`src/rtl/led_sequencer.sv`:
```
// led_sequencer: programmable-rate LED pattern engine.
// A tick generator advances a pattern register in one of four modes:
// rotate-left, rotate-right, ping-pong and blink. The pattern drives o_led
// directly and is steered onto the per-colour outputs by i_color_sel.
// Optional build macro LED_SEQ_PWM_EN adds a free-running PWM dimmer that
// gates the colour outputs with i_duty. o_led is never dimmed.
//
// Mode register (mode_q) behaves as the FSM state:
//   state       | meaning
//   MODE_ROL    | rotate left on each tick, MSB wraps into LSB
//   MODE_ROR    | rotate right on each tick, LSB wraps into MSB
//   MODE_PING   | single lit LED bounces between the ends (dir_q tracks travel)
//   MODE_BLINK  | whole pattern toggles between all-off and all-on
// A change on i_mode restarts the new mode from its initial pattern.

module led_sequencer #(
  parameter int          NB_LEDS    = 4,
  parameter int          NB_COUNTER = 32,
  parameter int unsigned BASE_LIMIT = 2**20,
  parameter int          NB_DUTY    = 4
) (
  input  logic               clock,
  input  logic               i_reset,
  input  logic               i_enable,
  input  logic [2:0]         i_rate_sel,
  input  logic [1:0]         i_mode,
  input  logic [1:0]         i_color_sel,
  input  logic [NB_DUTY-1:0] i_duty,
  output logic [NB_LEDS-1:0] o_led,
  output logic [NB_LEDS-1:0] o_led_r,
  output logic [NB_LEDS-1:0] o_led_g,
  output logic [NB_LEDS-1:0] o_led_b,
  output logic               o_step
);

  typedef enum logic [1:0] {
    MODE_ROL   = 2'b00,
    MODE_ROR   = 2'b01,
    MODE_PING  = 2'b10,
    MODE_BLINK = 2'b11
  } mode_e;

  typedef enum logic {
    DIR_LEFT  = 1'b0,
    DIR_RIGHT = 1'b1
  } dir_e;

  // Starting pattern of each mode; ping-pong starts at the LSB moving left.
  function automatic logic [NB_LEDS-1:0] init_pattern(input logic [1:0] mode);
    logic [NB_LEDS-1:0] p;
    p = '0;
    case (mode)
      2'b00, 2'b10: p[0]         = 1'b1;
      2'b01:        p[NB_LEDS-1] = 1'b1;
      default:      p            = '0;
    endcase
    return p;
  endfunction

  logic [NB_COUNTER-1:0] cnt_q, cnt_d;
  mode_e                 mode_q, mode_d;
  logic [NB_LEDS-1:0]    pat_q, pat_d;
  dir_e                  dir_q, dir_d;
  logic                  step_q, step_d;

  logic [NB_COUNTER-1:0] base_limit_c;
  logic [NB_COUNTER-1:0] limit_c;
  logic [NB_COUNTER-1:0] limit_m1_c;
  logic                  tick_c;
  logic                  mode_chg_c;
  logic [NB_LEDS-1:0]    gate_c;

  // Period compare uses >= so that lowering the rate below the running
  // count fires a tick immediately instead of waiting for a counter wrap.
  always_comb begin
    base_limit_c = NB_COUNTER'(BASE_LIMIT);
    limit_c      = base_limit_c << i_rate_sel;
    limit_m1_c   = limit_c - NB_COUNTER'(1);
    tick_c       = i_enable && (cnt_q >= limit_m1_c);
    mode_chg_c   = (mode_e'(i_mode) != mode_q);
  end

  // Next-state: a mode change wins over a tick; i_enable low freezes everything else.
  always_comb begin
    cnt_d  = cnt_q;
    mode_d = mode_q;
    pat_d  = pat_q;
    dir_d  = dir_q;
    step_d = 1'b0;

    if (mode_chg_c) begin
      cnt_d  = '0;
      mode_d = mode_e'(i_mode);
      pat_d  = init_pattern(i_mode);
      dir_d  = DIR_LEFT;
    end else if (i_enable) begin
      if (tick_c) begin
        cnt_d  = '0;
        step_d = 1'b1;
        case (mode_q)
          MODE_ROL: pat_d = {pat_q[NB_LEDS-2:0], pat_q[NB_LEDS-1]};
          MODE_ROR: pat_d = {pat_q[0], pat_q[NB_LEDS-1:1]};
          MODE_PING: begin
            // Reverse and move on the same tick so the end LEDs dwell one period only.
            if (dir_q == DIR_LEFT) begin
              if (pat_q[NB_LEDS-1]) begin
                dir_d = DIR_RIGHT;
                pat_d = pat_q >> 1;
              end else begin
                pat_d = pat_q << 1;
              end
            end else begin
              if (pat_q[0]) begin
                dir_d = DIR_LEFT;
                pat_d = pat_q << 1;
              end else begin
                pat_d = pat_q >> 1;
              end
            end
          end
          MODE_BLINK: pat_d = ~pat_q;
          default:    pat_d = pat_q;
        endcase
      end else begin
        cnt_d = cnt_q + NB_COUNTER'(1);
      end
    end
  end

  // State registers with synchronous reset that loads the requested mode directly.
  always_ff @(posedge clock) begin
    if (i_reset) begin
      cnt_q  <= '0;
      mode_q <= mode_e'(i_mode);
      pat_q  <= init_pattern(i_mode);
      dir_q  <= DIR_LEFT;
      step_q <= 1'b0;
    end else begin
      cnt_q  <= cnt_d;
      mode_q <= mode_d;
      pat_q  <= pat_d;
      dir_q  <= dir_d;
      step_q <= step_d;
    end
  end

`ifdef LED_SEQ_PWM_EN
  logic [NB_DUTY-1:0] pwm_cnt_q;

  // Free-running dimmer counter, independent of i_enable.
  always_ff @(posedge clock) begin
    if (i_reset) begin
      pwm_cnt_q <= '0;
    end else begin
      pwm_cnt_q <= pwm_cnt_q + NB_DUTY'(1);
    end
  end

  assign gate_c = {NB_LEDS{pwm_cnt_q < i_duty}};
`else
  logic unused_duty;

  assign unused_duty = ^i_duty;
  assign gate_c      = '1;
`endif

  // Colour steering: only the selected colour shows the pattern, 11 lights all three.
  always_comb begin
    o_led_r = '0;
    o_led_g = '0;
    o_led_b = '0;
    case (i_color_sel)
      2'b00: o_led_r = pat_q & gate_c;
      2'b01: o_led_g = pat_q & gate_c;
      2'b10: o_led_b = pat_q & gate_c;
      default: begin
        o_led_r = pat_q & gate_c;
        o_led_g = pat_q & gate_c;
        o_led_b = pat_q & gate_c;
      end
    endcase
  end

  assign o_led  = pat_q;
  assign o_step = step_q;

endmodule
```
`config.mk`:
```
export PLATFORM = sky130hd
export DESIGN_NAME = led_sequencer
export DESIGN_NICKNAME = d
export VERILOG_FILES = /design/src/rtl/led_sequencer.sv
export SDC_FILE = /design/constraint.sdc
export NUM_CORES = 1
export LEC_CHECK = 0
export CAP_MARGIN = 5
export CELL_PAD_IN_SITES_DETAIL_PLACEMENT = 1
export CELL_PAD_IN_SITES_GLOBAL_PLACEMENT = 1
export CORE_ASPECT_RATIO = 1.75
export CORE_UTILIZATION = 45
export DETAILED_ROUTE_END_ITERATION = 8
export PLACE_DENSITY = 0.89
export RECOVER_POWER = 100
export SLEW_MARGIN = 20
export SYNTH_ARGS = -nofsm -noshare
export SYNTH_HDL_FRONTEND = slang
export SYNTH_SLANG_ARGS = --single-unit
```
`constraint.sdc`:
```
create_clock -name clock -period 6.7 [get_ports clock]
set_input_delay 1.675 -clock clock [delete_from_list [all_inputs] [get_ports clock]]
set_output_delay 1.675 -clock clock [all_outputs]
set_load 0.03 [all_outputs]
```
Yosys cells after proc, flatten, opt, wreduce, memory -nomap -nowiden
Index checks and enable logic that the tools add are counted.
- memories kept: 0
- latch bits: 0
- memory bits (writable): 0
- register bits: 40
- input port bits: 14
- memory bits (read-only): 0
- output and inout port bits: 17
- bitwise gates (word level): 2
- shifts and indexed selects: 1
- muxes and demuxes: 20
- $lt $le $gt $ge: 1
- reductions and logical operators: 16
- eq/ne operators: 8
- multiply operators: 0
- add/subtract/negate cells: 2
- div/mod/pow operators: 0
- operators by type and width (operator ; count):
    4-bit two-way mux ; 10
    32-bit by 1-bit adder with 32-bit output, second input constant ; 1
    32-bit >= comparator ; 1
    32-bit two-way mux ; 1
    21-bit by 3-bit left shift with 32-bit output, first input constant ; 1
    32-bit by 1-bit subtractor with 32-bit output, second input constant ; 1
    4-bit case mux with 4 select lines ; 1
    2-bit OR reduction ; 5
    2-bit == test, second input constant ; 4
    2-bit by 1-bit == test with 1-bit output, second input constant ; 3
    2-bit logical NOT ; 3
    1-bit two-way mux ; 6
    3-bit nonzero test ; 2
    2-bit two-way mux ; 2
    4-bit NOT ; 1
    2-bit AND reduction ; 2
    3-bit AND reduction ; 1
    3-bit OR reduction ; 1
    2-bit inequality test ; 1
    2-bit nonzero test ; 1
    1-bit logical AND ; 1
    1-bit NOT ; 1

Logic depth before layout (Yosys ltp)
Gate-level depths: netlist of run 1.
- depth after elaboration: 8
- depth in mapped cells: 14
- mapped depth without buffers: 12

Worst setup path before layout of run 1
No wires, ideal clock.
- kind: input-to-output
- start point: input port i_color_sel[0]
- end point: output port o_led_g[0]
- setup slack: 2.393 ns
- stages on the path: 3
- data arrival time: 2.632 ns
- path through: inv_1 -> ha_1 -> nor3_1
- longest elaborated chain between the ends: 3
- elaborated cells between the ends (all ways): 4
- those cells by class: eq/ne (1); mux (1); reduce/logical (2)
- RTL lines (element ; line ; source):
    start: declaration ; 27 ; input logic [1:0] i_color_sel,
    2-bit == test / 2-bit logical NOT (equally long branches) ; - ;
    2-bit OR reduction (no line) (*) ; - ;
    4-bit two-way mux (*) ; 172 ; case (i_color_sel)
    end: declaration ; 31 ; output logic [NB_LEDS-1:0] o_led_g,
Mark *: on every way between the ends. The rest lies on a longest branch, timed or not.

Worst setup path in the final report of run 1
- start point: input port i_rate_sel[1]
- end point: register pat_q[0] (netlist: o_led[0]) (enable)
- longest elaborated chain between the ends: 6
- RTL lines (element ; line ; source):
    start: declaration ; 25 ; input logic [2:0] i_rate_sel,
    21-bit by 3-bit left shift with 32-bit output ; 77 ; limit_c = base_limit_c << i_rate_sel;
    32-bit by 1-bit subtractor with 32-bit output ; 78 ; limit_m1_c = limit_c - NB_COUNTER'(1);
    32-bit >= comparator ; 79 ; tick_c = i_enable && (cnt_q >= limit_m1_c);
    1-bit logical AND ; 79 ;
    3-bit nonzero test (no line) ; - ;
    2-bit AND reduction (no line) ; - ;
    end signal: assignment ; 135 ; pat_q <= init_pattern(i_mode);
    end signal: assignment ; 141 ; pat_q <= pat_d;
    end: declaration ; 62 ; logic [NB_LEDS-1:0] pat_q, pat_d;
Every way passes these cells.
A chain may end at the register's enable or synchronous reset.

==> results of run 1 <==
==> power by group through the flow <==
stage / clock [mW] / sequential [mW] / combinational, mW
after CTS: 0.160 / 0.250 / 0.0653
after global routing: 0.169 / 0.251 / 0.0676
final: 0.157 / 0.250 / 0.0617
after floorplan: 0 / 0.256 / 0.0433
after detailed placement: 0 / 0.256 / 0.0650
after global placement: 0 / 0.256 / 0.0635
==> Yosys cell counts (all sizes together) (7+ instances only) <==
library cell	instances	area (um^2)
inv	13	48.8
nor2	47	179
a21oi	13	65.1
xnor2	19	166
buf	7	55.1
nor3	13	75.1
xor2	13	114
dfxtp	36	721
nor4	9	81.3
nand3	10	62.6
ha	12	150
nand4	9	83.8
nand2	20	75.1
==> worst max-delay path by stage <==
stage,startpoint,end
after floorplan,i_color_sel[0],o_led_g[0]
after global placement,i_color_sel[1],o_led_r[1]
after detailed placement,i_rate_sel[1],o_led[0]
after CTS,i_color_sel[1],o_led_r[1]
after global routing,i_rate_sel[1],o_led[0]
final,i_rate_sel[1],o_led[0]
==> metrics by stage <==
step,utilization (%),cell area (um^2),hold WS (ns)
final,53.4,2680,0.480
after global routing,53.4,2680,0.519
after CTS,54.0,2710,0.482
after detailed placement,52.4,2630,0.464
after global placement,52.4,2630,0.446
after floorplan,-,2370,0.432
==> critical path, delay by kind of cell <==
family | cells | cell delay, ns
adders and majority gates | 2 | 0.55
buffers and inverters | 1 | 0.61
and+or+nand+nor | 3 | 1.20
AOI/OAI and AO/OA | 3 | 1.25
==> registers in the layout, summed over array words and instances, names as in the netlist <==
| name | cells |
|---|---|
| cnt_q | 32 |
| dir_q | 1 |
| mode_q | 2 |
| o_led | 4 |
| o_step | 1 |
==> routing by layer <==
| metal | global-route usage, % | vias up |
|---|---|---|
| met5 | 0 | - |
| met3 | 3.18 | 12 |
| met2 | 42.5 | 35 |
| met4 | 9.57 | 0 |
| li1 | - | 989 |
| met1 | 23.0 | 975 |
==> logic make-up (layout without fill, tap and decap cells) <==
kind of cell / after synthesis / in the layout
AOI/OAI and AO/OA: 35 / 35
buffers and inverters: 25 / 48
xor gates and xnor gates: 32 / 32
other: 1 / 1
adders and majority gates: 12 / 12
DFF: 40 / 40
and+or+nand+nor: 127 / 127
==> layout make-up <==
class	instances	area [um^2]
fillers	615	2340
multi-input cells	207	1380
flip-flops and latches	40	841
repair buffers	26	260
clock buffers	6	72.6
well taps	54	67.6
inverters	14	52.6
clock inverters	2	11.3
==> metrics.txt, run 1 <==
status complete, but fails checks; failing checks DRC; postcts setup bufs 0; drt first pass iters 6; worst r2r src cnt_q[23]; post-route setup slack 1.29 ns; synthesis-stage register bit count 40; commonest cells after routing, fill and taps aside 47 x nor2_1, 36 x dfxtp_1, 20 x nand2_1, 20 x dlygate4sd3_1, 19 x xnor2_1; R2R depth 5; worst-margin pin slew 1.05 ns; CP Class input pin to flip-flop; Hold Buf Count CTS 0; Data required, critical path 6.59 ns; clock power share 33.5%; min cycle time layout 5.41 ns; PortBufs 26; Post-synth ARST share 0%; hold path startpoint cnt_q[31]; drt initial violations 64; TritonCTS buffer count 5; final WL 5680 um; pre-CTS setup slack 1.60 ns; synthesized net count 298; cell mode on critical path ha_1; remaining global-route overflow 0; hpwl dp 4310 um; initial core utilization 47.2%; fin crit share 80.7%; Comb pwr share 13.2%; Die Height 98.0 um; worst hold endpoint cnt_q[31]; post_cts resized 0; Final Max Tran Viols 0; Slew headroom 29.5%; count of flip-flops with a built-in enable after synthesis 4; Seq/Total Area, Yosys 35.5%; largest family of logic cells by synthesized area simple AND/OR/NAND/NOR gates; RR Endpoint o_led[0]; P per Cell Area 175 nW/um^2; total of max-cap violations 0; Via density 5.76; Static Leak 0.963 nW; top routing layer used met4; Hold Crit Depth 2; total track usage 22.1%; Switching Fraction 27.3%; layout overhead on the synthesized area 13.1%; top_reg_cell synth dfxtp_1; post-synthesis mux area share 0%; internal power 0.341 mW; M1 wire length 2140 um; Synth Area in Simple Gates 29.8%; Routed met3 length 122 um; Final Hold Viols 0; global-route wire length before repair 9830 um; CP endpoint kind flip-flop; synthesized cell area 2370 um^2; NetSw 0.128 mW; row count 34; worst vdd ir 0.140 mV; Cells after Synth 272; crit path DAT 5.30 ns; CTS tree built; crit path launch type input pin; clock transition at the registers of the reported paths 0.08 ns; CP max FO 33; Final ANT Viol Nets 0; most common cell after layout, fill and taps aside nor2_1; reg2reg setup slack 3.83 ns; initial antenna violation count 0; post-synthesis adder-cell area fraction 6.33%; Final Wtd Congestion 0.811; Skew-Pair Late Insertion Delay 0.29 ns; Setup TNS Final 0 ns; Power, Total 0.469 mW; clk buf depth 2; Synth Area in Compound Gates 11.3%; IO Pins 31; CP peak stage delay 0.87 ns; WL/cell 16.3 um; drc violations 7; vias in the first global route 2,119; CTS Sinks 40; final setup vio count 0; Cell Count, Final, Fillers Out 349; pin count of the biggest net entering global routing 34; root buffer cell clkbuf_8; CP Cell Sequence dlygate4sd3_1 -> or3_1 -> ha_1 -> a21o_1 -> a21oi_1 -> ha_1 -> and4_1 -> a311oi_1 -> nand3_4; die width 56.9 um; post-synthesis cell type count 51; met2 routed WL 3280 um; CTS H-Tree Depth 2; Post-Synth XOR/XNOR Area 11.8%; DIE AREA 5570 um^2; Slowest-stage cell, CP a311oi_1; RSZ-0062 raised after global routing false; Hold WC Path Type flip-flop to flip-flop; via count 2,011; share of post-route cells with drive strength above 1 6.78%; Core ar. 5020 um^2; Nets 320; fmax 185 MHz; Antenna diodes 0; Yosys warnings 0; Layout Skew 0.00645 ns; Placed Cells 341; sequential share of power 53.3%; Synth Area per Inst 8.72 um^2
Power figures use the tool's default switching activity.
==> inputs of run 2 (changes only) <==
--- a/config.mk
+++ b/config.mk
@@ -9,9 +9,9 @@
 export CELL_PAD_IN_SITES_DETAIL_PLACEMENT = 1
 export CELL_PAD_IN_SITES_GLOBAL_PLACEMENT = 1
 export CORE_ASPECT_RATIO = 1.75
-export CORE_UTILIZATION = 45
+export CORE_UTILIZATION = 42
 export DETAILED_ROUTE_END_ITERATION = 8
-export PLACE_DENSITY = 0.89
+export PLACE_DENSITY = 0.84
 export RECOVER_POWER = 100
 export SLEW_MARGIN = 20
 export SYNTH_ARGS = -nofsm -noshare
==> constraint.sdc (replaced) <==
create_clock -name clock -period 5.25 [get_ports clock]
set_input_delay 1.3125 -clock clock [delete_from_list [all_inputs] [get_ports clock]]
set_output_delay 1.3125 -clock clock [all_outputs]
set_load 0.03 [all_outputs]
==> run 2 against run 1 <==
The run now ends clean. Sequential power grew 28%. Wire length shrank 1.0%. Highest routed layer unchanged. First-iteration DRC count grew 20%. Cell area grew 2.3%. Setup slack lost 0.62 ns. Via count grew 0.45%. Count of clock-buffer cells in the layout shrank 1. Final cell count grew 6.0%. Clock power grew 64%. Sequential cell count is the same. Sequential share of layout area shrank 0.71 points.
==> metrics.txt, run 2 (synthesis results as in run 1) <==
status completed; Core ar. 5340 um^2; crit path DAT 4.82 ns; Final Hold Viols 0; die width 58.8 um; Switching Fraction 26.3%; drc violations 0; crit path launch i_rate_sel[0]; drt first pass iters 4; worst vdd ir 0.163 mV; hpwl dp 4210 um; fin crit share 87.2%; max reg flops 32; R2R depth 6; Via density 5.46; initial core utilization 44.4%; Static Leak 0.984 nW; IO Pins 31; NetSw 0.173 mW; final instance area 2750 um^2; CP peak stage delay 0.63 ns; Hold Buf Count CTS 0; Placed Cells 362; Final ANT Viol Nets 0; clock power share 39.3%; reg2reg setup slack 2.76 ns; pin count of the biggest net entering global routing 26; via count 2,020; family with the most delay on the worst path simple AND/OR/NAND/NOR gates; sequential share of power 48.7%; final WL 5620 um; crit path to cnt_q[25]; worst r2r src cnt_q[8]; final setup vio count 0; row count 35; Slowest-stage cell, CP dlygate4sd3_1; Layout Skew 0.00843 ns; postcts setup bufs 0; share of post-route cells with drive strength above 1 7.77%; CP max FO 25; DIE AREA 5960 um^2; Skew-Pair Late Insertion Delay 0.30 ns; Slew headroom 60.3%; Setup TNS Final 0 ns; fmax 218 MHz; global-route wire length before repair 9440 um; PortBufs 26; Largest Register cnt_q; CTS Sinks 40; remaining global-route overflow 0; most common cell after layout, fill and taps aside nor2_1; initial antenna violation count 0; Power, Total 0.657 mW; Filler cells 661; WL/cell 15.2 um; Placed Area 2660 um^2; layout overhead on the synthesized area 15.8%; commonest cells after routing, fill and taps aside 46 x nor2_1, 36 x dfxtp_1, 20 x nand2_1, 20 x dlygate4sd3_1, 19 x xnor2_1; Levels on crit path 13; Final Max Tran Viols 0; Critical path buffers and inverters 2; CTS H-Tree Depth 2; vias in the first global route 2,079; Data required, critical path 5.49 ns; clk buf depth 2; final design utilization 51.4%; internal power 0.484 mW; CP Class input pin to flip-flop; Antenna diodes 0; total of max-cap violations 0; CP Cell Sequence dlygate4sd3_1 -> or3_1 -> ha_1 -> xor2_1 -> nor2_1 -> a21oi_1 -> ha_1 -> a21oi_1 -> a21oi_1 -> a311oi_4 -> nand3_1 -> buf_4 -> nor2_1; RR Endpoint cnt_q[25]; CTS tree built; drt initial violations 77; Nets 321; Hold WC Path Type flip-flop to flip-flop; Cell Count, Final, Fillers Out 370; min cycle time layout 4.58 ns; TritonCTS buffer count 5; CP endpoint kind flip-flop; crit path launch type input pin; Die Height 101 um; P per Cell Area 239 nW/um^2; post_cts resized 0; clock transition at the registers of the reported paths 0.08 ns; Final Wtd Congestion 0.725; root buffer cell clkbuf_8; cell mode on critical path a21oi_1; worst-margin pin slew 0.591 ns; RSZ-0062 raised after global routing false; Comb pwr share 12.0%; total track usage 20.9%
-- run 2: cell types whose count changed in the layout (fill, tap and decap cells not counted), sizes merged --
cell / before / now
clkbuf: 6 / 5
bufinv: 0 / 1
buf: 0 / 1
-- run 2: metrics by stage --
step           hold WS [ns]  setup slack, ns
6_report              0.512            0.672
5_1_grt               0.556            0.450
4_1_cts               0.506            0.905
3_5_place_dp          0.474            0.581
3_3_place_gp          0.454            0.645
2_1_floorplan         0.432             1.35
-- run 2: final cells by class --
type | instances | area, um^2 | area share, %
multi-input cells | 207 | 1380 | 50.3
flip-flops and latches | 40 | 841 | 30.6
repair buffers | 27 | 268 | 9.75
well taps | 74 | 92.6 | 3.37
clock buffers | 5 | 68.8 | 2.51
inverters | 14 | 52.6 | 1.91
clock inverters | 3 | 42.5 | 1.55
-- run 2: power groups by stage --
stage	sequential, mW	clock, mW	combinational, mW
3_5_place_dp	0.327	0	0.0835
4_1_cts	0.319	0.264	0.0841
6_report	0.320	0.258	0.0791
5_1_grt	0.321	0.279	0.0868
3_3_place_gp	0.326	0	0.0824
2_1_floorplan	0.326	0	0.0553
-- run 2: how the worst min path moves through the flow --
| stage | cells after the start | end | start |
|---|---|---|---|
| 5_1_grt | 2 | cnt_q[1] | cnt_q[1] |
| 3_5_place_dp | 2 | cnt_q[31] | cnt_q[31] |
| 6_report | 2 | cnt_q[29] | cnt_q[29] |
| 3_3_place_gp | 2 | cnt_q[31] | cnt_q[31] |
| 4_1_cts | 2 | cnt_q[29] | cnt_q[29] |
| 2_1_floorplan | 2 | cnt_q[31] | cnt_q[31] |
-- run 2: per-layer routing --
metal	up-vias	global-route usage, %	wire length [um]
met5	-	0	0
met4	0	11.0	193
met3	16	3.58	129
met2	35	41.4	3240
met1	973	19.1	2050
li1	996	-	-
-- run 2: worst min-delay path, cell delays in order (launching register included) --
cell and delay [ns]:
dfxtp_1 0.36, a31oi_1 0.05, nor2_1 0.07
==> inputs of run 3 (changes only) <==
--- a/config.mk
+++ b/config.mk
@@ -11,6 +11,7 @@
 export CORE_ASPECT_RATIO = 1.75
 export CORE_UTILIZATION = 42
 export DETAILED_ROUTE_END_ITERATION = 8
+export MAX_ROUTING_LAYER = met4
 export PLACE_DENSITY = 0.84
 export RECOVER_POWER = 100
 export SLEW_MARGIN = 20
==> run 3 against run 2 <==
Sequential share of layout area is the same. Register-to-register slack barely moved. Sequential power about the same. Setup slack better by 0.0012 ns. Core utilization stayed put. Hold slack is essentially flat. Critical path depth stayed put. Clock power about the same. Combinational power about the same. Global-route usage grew 0.52 points. Critical endpoint unchanged. Highest routed layer unchanged.
==> metrics.txt, run 3 (synthesis results as in run 1) <==
Storage cell area 841 um^2; Nets 321; share of post-route cells with drive strength above 1 7.77%; Setup TNS Final 0 ns; hpwl dp 4210 um; Skew-Pair Late Insertion Delay 0.30 ns; pre-CTS setup slack 0.581 ns; Final Wtd Congestion 0.733; final WL 5600 um; NetSw 0.171 mW; worst-margin pin slew 0.587 ns; Power, Total 0.655 mW; CP endpoint kind flip-flop; layout overhead on the synthesized area 15.8%; Filler cells 661; via count 2,034; most common cell after layout, fill and taps aside nor2_1; Final Hold Viols 0; global-route wire length before repair 9440 um; fin crit share 87.2%; internal power 0.484 mW; cell mode on critical path a21oi_1; status completed; Largest Register cnt_q; crit path launch type input pin; P per Cell Area 239 nW/um^2; area occupied by multi-input gates 1380 um^2; CP Class input pin to flip-flop; Hold WC Path Type flip-flop to flip-flop; max reg flops 32; final setup vio count 0; drc violations 0; CTS tree built; root buffer cell clkbuf_8; crit path DAT 4.81 ns; pin count of the biggest net entering global routing 26; drt initial violations 77; Antenna diodes 0; Hold Buf Count CTS 0; die width 58.8 um; initial core utilization 44.4%; commonest cells after routing, fill and taps aside 46 x nor2_1, 36 x dfxtp_1, 20 x nand2_1, 20 x dlygate4sd3_1, 19 x xnor2_1; clk buf depth 2; sequential share of power 48.8%; Via density 5.50; clock power share 39.2%; min cycle time layout 4.58 ns; total of max-cap violations 0; Switching Fraction 26.2%; CP max FO 25; drt first pass iters 4; post_cts resized 0; Final ANT Viol Nets 0; Placed Area 2660 um^2; vias in the first global route 2,072; CP peak stage delay 0.63 ns; Core ar. 5340 um^2; clock transition at the registers of the reported paths 0.08 ns; WL/cell 15.1 um; Slew headroom 60.6%; TritonCTS buffer count 5; CTS H-Tree Depth 2; DIE AREA 5960 um^2; row count 35; Data required, critical path 5.49 ns; fmax 218 MHz; CTS Sinks 40; post-route setup slack 0.673 ns; Slowest-stage cell, CP dlygate4sd3_1; worst vdd ir 0.164 mV; PortBufs 26; initial antenna violation count 0; Final Max Tran Viols 0; total track usage 21.4%; final instance area 2750 um^2; Static Leak 0.984 nW; Die Height 101 um; IO Pins 31; remaining global-route overflow 0; Layout Skew 0.00830 ns; postcts setup bufs 0; CP Cell Sequence dlygate4sd3_1 -> or3_1 -> ha_1 -> xor2_1 -> nor2_1 -> a21oi_1 -> ha_1 -> a21oi_1 -> a21oi_1 -> a311oi_4 -> nand3_1 -> buf_4 -> nor2_1; RSZ-0062 raised after global routing false; Comb pwr share 12.0%
run 3: metal layers:
metal	GRT usage, %	wire length [um]
met3	3.19	142
met5	-	0
met1	18.8	2010
met2	41.7	3260
met4	11.0	188
run 3: path summary, 6_finish.rpt:
path              cells after the start  slack (ns)     startpoint         to
setup reg to reg                      6        2.75       cnt_q[8]  cnt_q[25]
hold reg to reg                       2        0.51      cnt_q[29]  cnt_q[29]
hold / removal                        2        0.51      cnt_q[29]  cnt_q[29]
setup / recovery                     13        0.67  i_rate_sel[0]  cnt_q[25]
run 3: per-stage QoR:
| stage | util [%] | instances | hold WS, ns |
|---|---|---|---|
| finish | 51.4 | 370 | 0.512 |
| CTS | 51.9 | 370 | 0.506 |
| global placement | 49.8 | 362 | 0.454 |
| detailed placement | 49.8 | 362 | 0.474 |
| global route | 51.4 | 370 | 0.556 |
| floorplan | - | 272 | 0.432 |
run 3: power groups by stage:
| stage | registers (mW) | clock network, mW | logic, mW |
|---|---|---|---|
| after floorplan | 0.326 | 0 | 0.0553 |
| after global placement | 0.326 | 0 | 0.0824 |
| after detailed placement | 0.327 | 0 | 0.0835 |
| after CTS | 0.319 | 0.264 | 0.0841 |
| after global routing | 0.321 | 0.278 | 0.0867 |
| final | 0.320 | 0.257 | 0.0789 |
run 3: worst max-delay path: cells and delay by family:
family / cells / cell delay (ns)
xor+xnor: 1 / 0.17
fa+ha+maj: 2 / 0.60
compound gates: 4 / 0.69
buf+inv: 2 / 0.99
simple gates: 4 / 1.05
run 3: area by class of cell:
class	count	area share [%]
tap	74	3.37
clock inverter	3	1.55
sequential	40	30.6
timing repair buffer	27	9.75
clock buffer	5	2.51
inverter	14	1.91
multi-input combinational	207	50.3
